--- config.mk ---
export PLATFORM = sky130hd
export DESIGN_NAME = fetch_line_ctrl
export DESIGN_NICKNAME = d
export VERILOG_FILES = /design/src/rtl/fetch_line_ctrl.sv
export SDC_FILE = /design/constraint.sdc
export NUM_CORES = 1
export LEC_CHECK = 0
export BUFFER_PORTS_ARGS = -buffer_cell sky130_fd_sc_hd__buf_2
export CAP_MARGIN = 20
export CORE_AREA = 2 2 461 463
export CTS_BUF_LIST = sky130_fd_sc_hd__clkbuf_16
export CTS_CLUSTER_SIZE = 40
export DETAILED_ROUTE_END_ITERATION = 6
export DIE_AREA = 0 0 463 465
export PLACE_DENSITY = 0.38
export SLEW_MARGIN = 15
export SYNTH_ARGS = -nofsm -noshare
export SYNTH_HDL_FRONTEND = slang
export SYNTH_SLANG_ARGS = --single-unit
--- constraint.sdc ---
create_clock -name clock -period 3.45 [get_ports clock]
set_input_delay 0.345 -clock clock [delete_from_list [all_inputs] [get_ports clock]]
set_output_delay 0.345 -clock clock [all_outputs]
set_load 0.03 [all_outputs]
--- src/rtl/fetch_line_ctrl.sv ---
// Fetch-line sequencer: owns the fetch PC, issues one line request at a time,
// forwards returned lines to the ibuffer and drops responses made stale by redirects.
module fetch_line_ctrl #(
  parameter int unsigned     PC_W     = 48,
  parameter int unsigned     LINE_W   = 512,
  parameter logic [PC_W-1:0] RESET_PC = '0,
  parameter int unsigned     HOLDOFF  = 16
) (
  input  logic              clock,
  input  logic              reset_n,
  input  logic              redirect_valid,
  input  logic [PC_W-1:0]   redirect_pc,
  input  logic              ibuf_fetch_inst,
  input  logic              ibuf_empty,
  output logic              mem_req_valid,
  input  logic              mem_req_ready,
  output logic [PC_W-1:0]   mem_req_addr,
  input  logic              mem_resp_valid,
  input  logic [LINE_W-1:0] mem_resp_data,
  output logic              ibuf_line_valid,
  output logic [LINE_W-1:0] ibuf_line_data,
  output logic [PC_W-1:0]   ibuf_line_pc,
  output logic [3:0]        ibuf_line_skip,
  output logic              ibuf_clear,
  output logic              can_fetch_inst,
  output logic              busy
);

  localparam logic [1:0] ST_IDLE = 2'd0;
  localparam logic [1:0] ST_REQ  = 2'd1;
  localparam logic [1:0] ST_WAIT = 2'd2;
  localparam logic [1:0] ST_DROP = 2'd3;

  localparam int unsigned       HOLD_W     = (HOLDOFF > 0) ? $clog2(HOLDOFF + 1) : 1;
  localparam logic [HOLD_W-1:0] HOLD_INIT  = HOLD_W'(HOLDOFF);
  localparam logic [PC_W-1:0]   LINE_BYTES = PC_W'(64);

  logic [1:0]        state_q,      state_d;
  logic [PC_W-1:0]   fetch_pc_q,   fetch_pc_d;
  logic [3:0]        skip_q,       skip_d;
  logic [HOLD_W-1:0] holdoff_q,    holdoff_d;
  logic              line_valid_q, line_valid_d;
  logic [LINE_W-1:0] line_data_q,  line_data_d;
  logic [PC_W-1:0]   line_pc_q,    line_pc_d;
  logic [3:0]        line_skip_q,  line_skip_d;
  logic              clear_q,      clear_d;

  // Redirect targets are word-aligned; the byte offset bits carry no information.
  logic unused_redirect_lsbs;
  assign unused_redirect_lsbs = ^redirect_pc[1:0];

  always_comb begin
    // NOTE: every signal gets a default before the case so no path leaves it unassigned (no latches).
    state_d      = state_q;
    fetch_pc_d   = fetch_pc_q;
    skip_d       = skip_q;
    holdoff_d    = (holdoff_q != '0) ? holdoff_q - HOLD_W'(1) : '0;
    line_valid_d = 1'b0;
    line_data_d  = line_data_q;
    line_pc_d    = line_pc_q;
    line_skip_d  = line_skip_q;
    clear_d      = 1'b0;

    case (state_q)
      ST_IDLE: begin
        if (holdoff_q == '0 && (ibuf_fetch_inst || ibuf_empty)) state_d = ST_REQ;
      end
      ST_REQ: begin
        if (mem_req_ready) state_d = ST_WAIT;
      end
      ST_WAIT: begin
        if (mem_resp_valid) begin
          state_d      = ST_IDLE;
          line_valid_d = 1'b1;
          line_data_d  = mem_resp_data;
          line_pc_d    = fetch_pc_q;
          line_skip_d  = skip_q;
          fetch_pc_d   = fetch_pc_q + LINE_BYTES;
          skip_d       = 4'd0;
          holdoff_d    = HOLD_INIT;
        end
      end
      default: begin
        if (mem_resp_valid) state_d = ST_REQ;
      end
    endcase

    // Redirect overrides everything; a request already handed to memory leaves one stale response.
    if (redirect_valid) begin
      fetch_pc_d   = {redirect_pc[PC_W-1:6], 6'b0};
      skip_d       = redirect_pc[5:2];
      holdoff_d    = '0;
      clear_d      = 1'b1;
      line_valid_d = 1'b0;
      case (state_q)
        ST_IDLE: state_d = ST_REQ;
        ST_REQ:  state_d = mem_req_ready  ? ST_DROP : ST_REQ;
        ST_WAIT: state_d = mem_resp_valid ? ST_REQ  : ST_DROP;
        default: state_d = ST_DROP;
      endcase
    end
  end

  // NOTE: the wide line register is reset too, so ibuf_line_data reads 0 until the first delivery.
  always_ff @(posedge clock or negedge reset_n) begin
    if (!reset_n) begin
      state_q      <= ST_REQ;
      fetch_pc_q   <= RESET_PC;
      skip_q       <= 4'd0;
      holdoff_q    <= '0;
      line_valid_q <= 1'b0;
      line_data_q  <= '0;
      line_pc_q    <= '0;
      line_skip_q  <= 4'd0;
      clear_q      <= 1'b0;
    end else begin
      state_q      <= state_d;
      fetch_pc_q   <= fetch_pc_d;
      skip_q       <= skip_d;
      holdoff_q    <= holdoff_d;
      line_valid_q <= line_valid_d;
      line_data_q  <= line_data_d;
      line_pc_q    <= line_pc_d;
      line_skip_q  <= line_skip_d;
      clear_q      <= clear_d;
    end
  end

  assign mem_req_valid   = (state_q == ST_REQ);
  assign mem_req_addr    = fetch_pc_q;
  assign ibuf_line_valid = line_valid_q;
  assign ibuf_line_data  = line_data_q;
  assign ibuf_line_pc    = line_pc_q;
  assign ibuf_line_skip  = line_skip_q;
  assign ibuf_clear      = clear_q;
  assign can_fetch_inst  = (state_q == ST_IDLE) && (holdoff_q == '0);
  assign busy            = (state_q != ST_IDLE);

endmodule

==> results of run 1 <==
## timing repair
action / 4_1_cts / 5_1_grt
endpoints found under the hold margin: 603 / 0
hold buffers: 558 / 0
gates resized for setup: 0 / 0
## metrics by stage
stage                     power (uW)  instances  instance area [um2]  utilization [%]  hold slack, ns
after floorplan                21300       2717                23900                -          0.0494
after global placement         28400       6634                33500             15.9           0.446
after detailed placement       28400       6634                33500             15.9           0.443
after CTS                      38300       7343                41800             19.8        0.000738
after global routing           39700       7355                41900             19.9          0.0831
final                          37400       7367                41900             19.9          0.0448
## synthesized netlist by cell type (2+ instances only)
master / count / area, um2
a21oi_1: 5 / 25.0
and3_1: 5 / 31.3
and4_1: 5 / 43.8
buf_1: 18 / 67.6
buf_2: 2 / 10.0
buf_4: 12 / 90.1
clkbuf_1: 122 / 458
dfrtp_1: 612 / 15300
ha_1: 6 / 75.1
inv_1: 12 / 45.0
mux2_2: 4 / 45.0
mux2i_1: 2 / 20.0
nand2_1: 1724 / 6470
nand2b_1: 2 / 12.5
nand3_1: 14 / 70.1
nand3b_1: 2 / 15.0
nand4_1: 10 / 62.6
nor2_1: 20 / 75.1
nor3_1: 19 / 95.1
nor4_1: 2 / 12.5
nor4_2: 5 / 62.6
o21ai_0: 36 / 180
o21ai_1: 10 / 50.1
xnor2_1: 33 / 289
xor2_1: 9 / 78.8
## sequential cells by signal (all words and copies together), names as in the netlist
register,cells
state_q,2
skip_q,4
ibuf_line_valid,1
holdoff_q,5
ibuf_clear,1
mem_req_addr,42
ibuf_line_skip,4
ibuf_line_data,512
ibuf_line_pc,42
## power by group
part / leakage, uW / switching, uW / internal [uW]
Sequential: 0.00768 / 1780 / 10300
Clock: 0.00138 / 3850 / 5000
Combinational: 0.0130 / 12200 / 4340
Total: 0.0220 / 17800 / 19600
## worst max-delay path: cells and delay by family, from the launching register on
| family | cells | cell delay, ns |
|---|---|---|
| xor gates and xnor gates | 1 | 0.12 |
| and+or+nand+nor | 3 | 1.54 |
| muxes | 1 | 0.27 |
| DFF | 1 | 0.57 |
## metal layers
| layer | share of wire [%] | global-route usage (%) | vias up |
|---|---|---|---|
| met2 | 45 | 21.3 | 1169 |
| met3 | 10 | 5.57 | 297 |
| met5 | 0.29 | 0 | - |
| met4 | 3.8 | 5.43 | 68 |
| met1 | 41 | 16.4 | 12019 |
| li1 | - | - | 11794 |
## worst max path at each step
stage / cells past startpoint / startpoint / slack (ns) / to
6_report: 5 / mem_req_addr[13]$_DFFE_PN0N_ / 0.82 / mem_req_addr[40]$_DFFE_PN0N_
3_3_place_gp: 5 / mem_req_addr[13]$_DFFE_PN0N_ / 0.90 / mem_req_addr[44]$_DFFE_PN0N_
2_1_floorplan: 7 / mem_req_addr[6]$_DFFE_PN0N_ / 1.26 / mem_req_addr[40]$_DFFE_PN0N_
3_5_place_dp: 5 / mem_req_addr[13]$_DFFE_PN0N_ / 0.84 / mem_req_addr[40]$_DFFE_PN0N_
4_1_cts: 5 / holdoff_q[0]$_DFF_PN0_ / 0.75 / can_fetch_inst
5_1_grt: 6 / mem_req_addr[13]$_DFFE_PN0N_ / 0.62 / mem_req_addr[29]$_DFFE_PN0N_
## area by class of cell
class	instances	area, um2	area share [%]
Tap cell	2821	3530	8.42
Timing Repair Buffer	1810	12300	29.4
Clock inverter	67	637	1.52
Antenna cell	24	60.1	0.143
Sequential cell	613	15300	36.6
Clock buffer	84	2100	5.02
Multi-Input combinational cell	1936	7860	18.8
Inverter	12	45.0	0.107
## cell families after synthesis
group	Yosys count	share of synthesized area [%]
flops	613	64.4
other cells	1	0.0157
simple gates	1815	29.4
xor+xnor	42	1.54
compound gates	55	1.21
buf+inv	168	2.88
fa+ha+maj	6	0.315
mux	6	0.273
==> metrics.md, run 1 <==
| Metric | Value |
|---|---|
| Pwr dens | `894 nW/um2` |
| Syn Area/Cell | `8.81 um2` |
| TritonCTS Buffers | `84` |
| Yosys cell types | `40` |
| Post-synthesis sequential area ratio | `64.4%` |
| Hold Crit Class | `in -> reg` |
| Max stage delay on crit path | `0.92 ns` |
| Actual slew at the worst max-slew pin | `0.845 ns` |
| Final worst path period need | `2.63 ns` |
| Ys Warns | `0` |
| Die Y | `465 um` |
| First-pass GRT wire length | `206 mm` |
| Via density | `3.44` |
| DRT Wirelength | `150 mm` |
| Commonest non-fill, non-tap cell in the layout | `nand2_1` |
| Area growth syn-to-layout | `75.8%` |
| Crit Path Category | `reg -> reg` |
| Initial Util | `11.3%` |
| Status | `complete, no violations` |
| Fraction of layout cells with a size suffix above 1 | `30.8%` |
| Ys flop type | `dfrtp_1` |
| Final setup fails | `0` |
| Worst Hold Depth | `3` |
| Leak | `0.0220 uW` |
| Critical path's slowest cell | `or4_1` |
| Drt wl/cell | `20.4 um` |
| Clock root buffer | `clkbuf_16` |
| RePlAce Congestion | `0.917` |
| DRC errors left | `0` |
| R2R depth | `5` |
| Clock-pin slew on the worst setup and hold paths | `0.06 ns` |
| 1st-pass router iterations | `5` |
| CP required | `4.05 ns` |
| Worst r2r src | `mem_req_addr[13]$_DFFE_PN0N_` |
| Async set-reset flop share out of synthesis | `100%` |
| Initial antenna violation count | `103` |
| Post-synthesis cell area | `23,800 um2` |
| Via count | `25,347` |
| Peak VDD IR | `0.549 mV` |
| Core ar. | `211,000 um2` |
| Final Cycle Share | `76.2%` |
| H-tree lvl count | `3` |
| CP Cell Sequence | `nand3_2 > or4_1 > nor4_1 > xor2_1 > mux2_2` |
| CTS max path bufs | `3` |
| Final Hold Viols | `0` |
| Worst Hold End | `mem_req_addr[6]$_DFFE_PN0N_` |
| Hold path start | `redirect_pc[6]` |
| Postcts setup bufs | `0` |
| Post-synthesis cell count | `2,706` |
| DR iter-0 viols | `1,552` |
| Post-synth EDFFs | `0` |
| Clock tree from TritonCTS | `yes` |
| CP endpoint kind | `register` |
| Setup TNS | `0 ns` |
| Worst r2r dst | `mem_req_addr[40]$_DFFE_PN0N_` |
| # fillers | `23,612` |
| Flop-to-flop setup slack | `0.82 ns` |
| Yosys reg bits | `613` |
| Fin. max-slew vios | `0` |
| Max Clock Freq | `380 MHz` |
| Total gr overflow | `0` |
| Startpoint types | `register` |
| Post-DP HPWL | `121 mm` |
| Crit path max fanout | `15` |
| GRT Total Usage | `13.6%` |
| Worst-skew pair later-pin latency | `0.74 ns` |
| Pre-CTS setup slack | `0.842 ns` |
| Number of I/O port buffers | `1,169` |
| Largest net degree at the start of global routing | `92` |
| Crit path DAT | `3.23 ns` |
| Die width | `463 um` |
| Rows | `169` |
| Routed Antenna Nets | `0` |
| Vias in the first global route | `26,037` |
| Nets | `5,030` |
| Worst Skew | `0.0353 ns` |
| Most frequent cells in the layout | `nand2_1 (1,723), buf_2 (1,168), dfrtp_1 (612)` |
| Die ar. | `215,000 um2` |
| Total I/O pin count | `1,184` |
| RSZ-0062 raised after global routing | `no` |
| Clk sink count | `613` |
| Slew headroom | `43.6%` |
| Max cap viols | `0` |
| PnR worst setup slack | `0.820 ns` |
(Power assumes the default switching activity.)
==> inputs of run 2 (changes only) <==
CORE_AREA = 2 2 460 462   (was 2 2 461 463)
DIE_AREA = 0 0 462 464   (was 0 0 463 465)
PLACE_DENSITY = 0.39   (was 0.38)
clock period = 2.3 ns   (was 3.45 ns; I/O delays follow)
==> metrics.md, run 2 (synthesis gave the netlist of run 1 again) <==
| Metric | Value |
|---|---|
| Clock tree from TritonCTS | `yes (unchanged)` |
| # fillers | `23,429 (was 23,612)` |
| Final worst path period need | `2.20 ns (was 2.63 ns)` |
| RSZ-0062 raised after global routing | `yes (was no)` |
| Most frequent cells in the layout | `nand2_1 (1,722), buf_2 (1,167), dfrtp_1 (612) (was nand2_1 (1,723), buf_2 (1,168), dfrtp_1 (612))` |
| Peak VDD IR | `0.667 mV (was 0.549 mV)` |
| 1st-pass router iterations | `5 (unchanged)` |
| Commonest non-fill, non-tap cell in the layout | `nand2_1 (unchanged)` |
| Crit Path Category | `reg -> reg (unchanged)` |
| Post-route cell area | `42,200 um2 (was 41,900 um2)` |
| Status | `complete, no violations (unchanged)` |
| First-pass GRT wire length | `206 mm (about the same)` |
| Clock root buffer | `clkbuf_16 (unchanged)` |
| Area growth syn-to-layout | `77.1% (was 75.8%)` |
| Clk sink count | `613 (unchanged)` |
| Post-DP HPWL | `122 mm (was 121 mm)` |
| Hold Crit Class | `in -> reg (unchanged)` |
| Number of I/O port buffers | `1,169 (unchanged)` |
| Drt wl/cell | `20.4 um (about the same)` |
| Worst-skew pair later-pin latency | `0.70 ns (was 0.74 ns)` |
| Pwr dens | `1320 nW/um2 (was 894 nW/um2)` |
| TritonCTS Buffers | `81 (was 84)` |
| Die ar. | `214,000 um2 (was 215,000 um2)` |
| CTS max path bufs | `3 (unchanged)` |
| Initial antenna violation count | `98 (was 103)` |
| Clock-pin slew on the worst setup and hold paths | `0.06 ns (about the same)` |
| DRC errors left | `0 (unchanged)` |
| DR iter-0 viols | `1,528 (was 1,552)` |
| Post-DP Area | `33,900 um2 (was 33,500 um2)` |
| GRT Total Usage | `13.6% (about the same)` |
| Final Hold Viols | `0 (unchanged)` |
| Slew headroom | `53.7% (was 43.6%)` |
| Via count | `25,624 (was 25,347)` |
| Final setup fails | `0 (unchanged)` |
| Routed Antenna Nets | `0 (unchanged)` |
| R2R depth | `8 (was 5)` |
| Actual slew at the worst max-slew pin | `0.692 ns (was 0.845 ns)` |
| DRT Wirelength | `151 mm (was 150 mm)` |
| Die Y | `464 um (was 465 um)` |
| Rows | `168 (was 169)` |
| Worst Hold Depth | `4 (was 3)` |
| Leak | `0.0223 uW (was 0.0220 uW)` |
| Total gr overflow | `0 (unchanged)` |
| Fin. max-slew vios | `0 (unchanged)` |
| Utilization of the core after routing | `20.2% (was 19.9%)` |
| CP endpoint kind | `register (unchanged)` |
| Max cap viols | `0 (unchanged)` |
| Via density | `3.46 (was 3.44)` |
| CP required | `2.84 ns (was 4.05 ns)` |
| Die width | `462 um (was 463 um)` |
| Core ar. | `209,000 um2 (was 211,000 um2)` |
| Max reg flops | `512 (unchanged)` |
| Total I/O pin count | `1,184 (unchanged)` |
| RePlAce Congestion | `0.959 (was 0.917)` |
| Max Clock Freq | `455 MHz (was 380 MHz)` |
| Crit path max fanout | `37 (was 15)` |
| Final Cycle Share | `95.6% (was 76.2%)` |
| Fraction of layout cells with a size suffix above 1 | `31.2% (was 30.8%)` |
| PnR worst setup slack | `0.100 ns (was 0.820 ns)` |
| Largest net degree at the start of global routing | `85 (was 92)` |
| H-tree lvl count | `3 (unchanged)` |
| Crit path DAT | `2.74 ns (was 3.23 ns)` |
| Pre-CTS setup slack | `0.127 ns (was 0.842 ns)` |
| Nets | `5,078 (was 5,030)` |
| Vias in the first global route | `26,436 (was 26,037)` |
| Startpoint types | `register (unchanged)` |
| Initial Util | `11.4% (was 11.3%)` |
| Worst Skew | `0.0268 ns (was 0.0353 ns)` |
-- run 2: cell types whose count changed in the layout (fill, tap and decap cells not counted), sizes merged --
cell | previous run | this run
buf | 1252 | 1298
bufinv | 7 | 6
clkbuf | 84 | 82
clkinv | 34 | 29
clkinvlp | 6 | 2
diode | 24 | 28
dlygate4sd3 | 558 | 563
inv | 32 | 39
-- run 2: final cells by class --
cell class	instances	area, um2	share of cell area, %
diodes	28	70.1	0.166
clock buffers	82	2050	4.86
clock inverters	64	482	1.14
inverters	12	45.0	0.107
multi-input cells	1936	7890	18.7
flip-flops and latches	613	15300	36.3
well taps	2805	3510	8.31
repair buffers	1861	12800	30.4
-- run 2: where the power goes --
group	switching [uW]	internal [uW]	total, uW	leakage (uW)
clock network	5430	7130	12600	0.00132
registers	2660	15400	18100	0.00768
logic	18500	6720	25300	0.0133
-- run 2: final timing paths --
check	startpoint	slack, ns	endpoint
min in group asynchronous	reset_n	0.57	ibuf_line_data[201]$_DFFE_PN0P_
worst min-delay path	mem_resp_valid	0.10	ibuf_line_pc[6]$_DFFE_PN0P_
worst max register to register	state_q[0]$_DFFE_PN1P_	0.10	ibuf_line_data[230]$_DFFE_PN0P_
max in group asynchronous	reset_n	0.36	ibuf_line_data[307]$_DFFE_PN0P_
worst max-delay path	state_q[0]$_DFFE_PN1P_	0.10	ibuf_line_data[230]$_DFFE_PN0P_
worst min register to register	ibuf_line_data[66]$_DFFE_PN0P_	0.46	ibuf_line_data[66]$_DFFE_PN0P_
-- run 2: worst max-delay path: stages (launching register included) --
cell	delay (ns)
dfstp_2	0.56
inv_1	0.07
ha_1	0.28
buf_4	0.18
and2_4	0.22
buf_12	0.18
buf_12	0.24
nand2_1	0.17
nand2_1	0.06
-- run 2: routing by layer --
| metal | global-route usage (%) | part of all wire (%) | up-vias |
|---|---|---|---|
| met5 | 0 | 0.26 | - |
| li1 | - | - | 11903 |
| met3 | 4.96 | 9.8 | 263 |
| met2 | 22.2 | 46 | 1163 |
| met1 | 16.4 | 41 | 12233 |
| met4 | 4.30 | 3.2 | 62 |
-- run 2: through the flow --
step                      cells  hold WS (ns)  total power (uW)  TNS [ns]
final                      7401         0.103             55900         0
after global routing       7385        0.0805             59400   -0.0192
after CTS                  7372        0.0138             57000   -0.0202
after detailed placement   6661         0.189             43000         0
after global placement     6661         0.185             42900         0
after floorplan            2717       -0.0656             32000         0
-- run 2: repair_timing --
item	CTS	global route
gates cloned	0	0
resized for setup	6	3
endpoints found under the setup margin	1	6
hold buffers	563	0
setup buffers	2	1
endpoints found under the hold margin	861	0
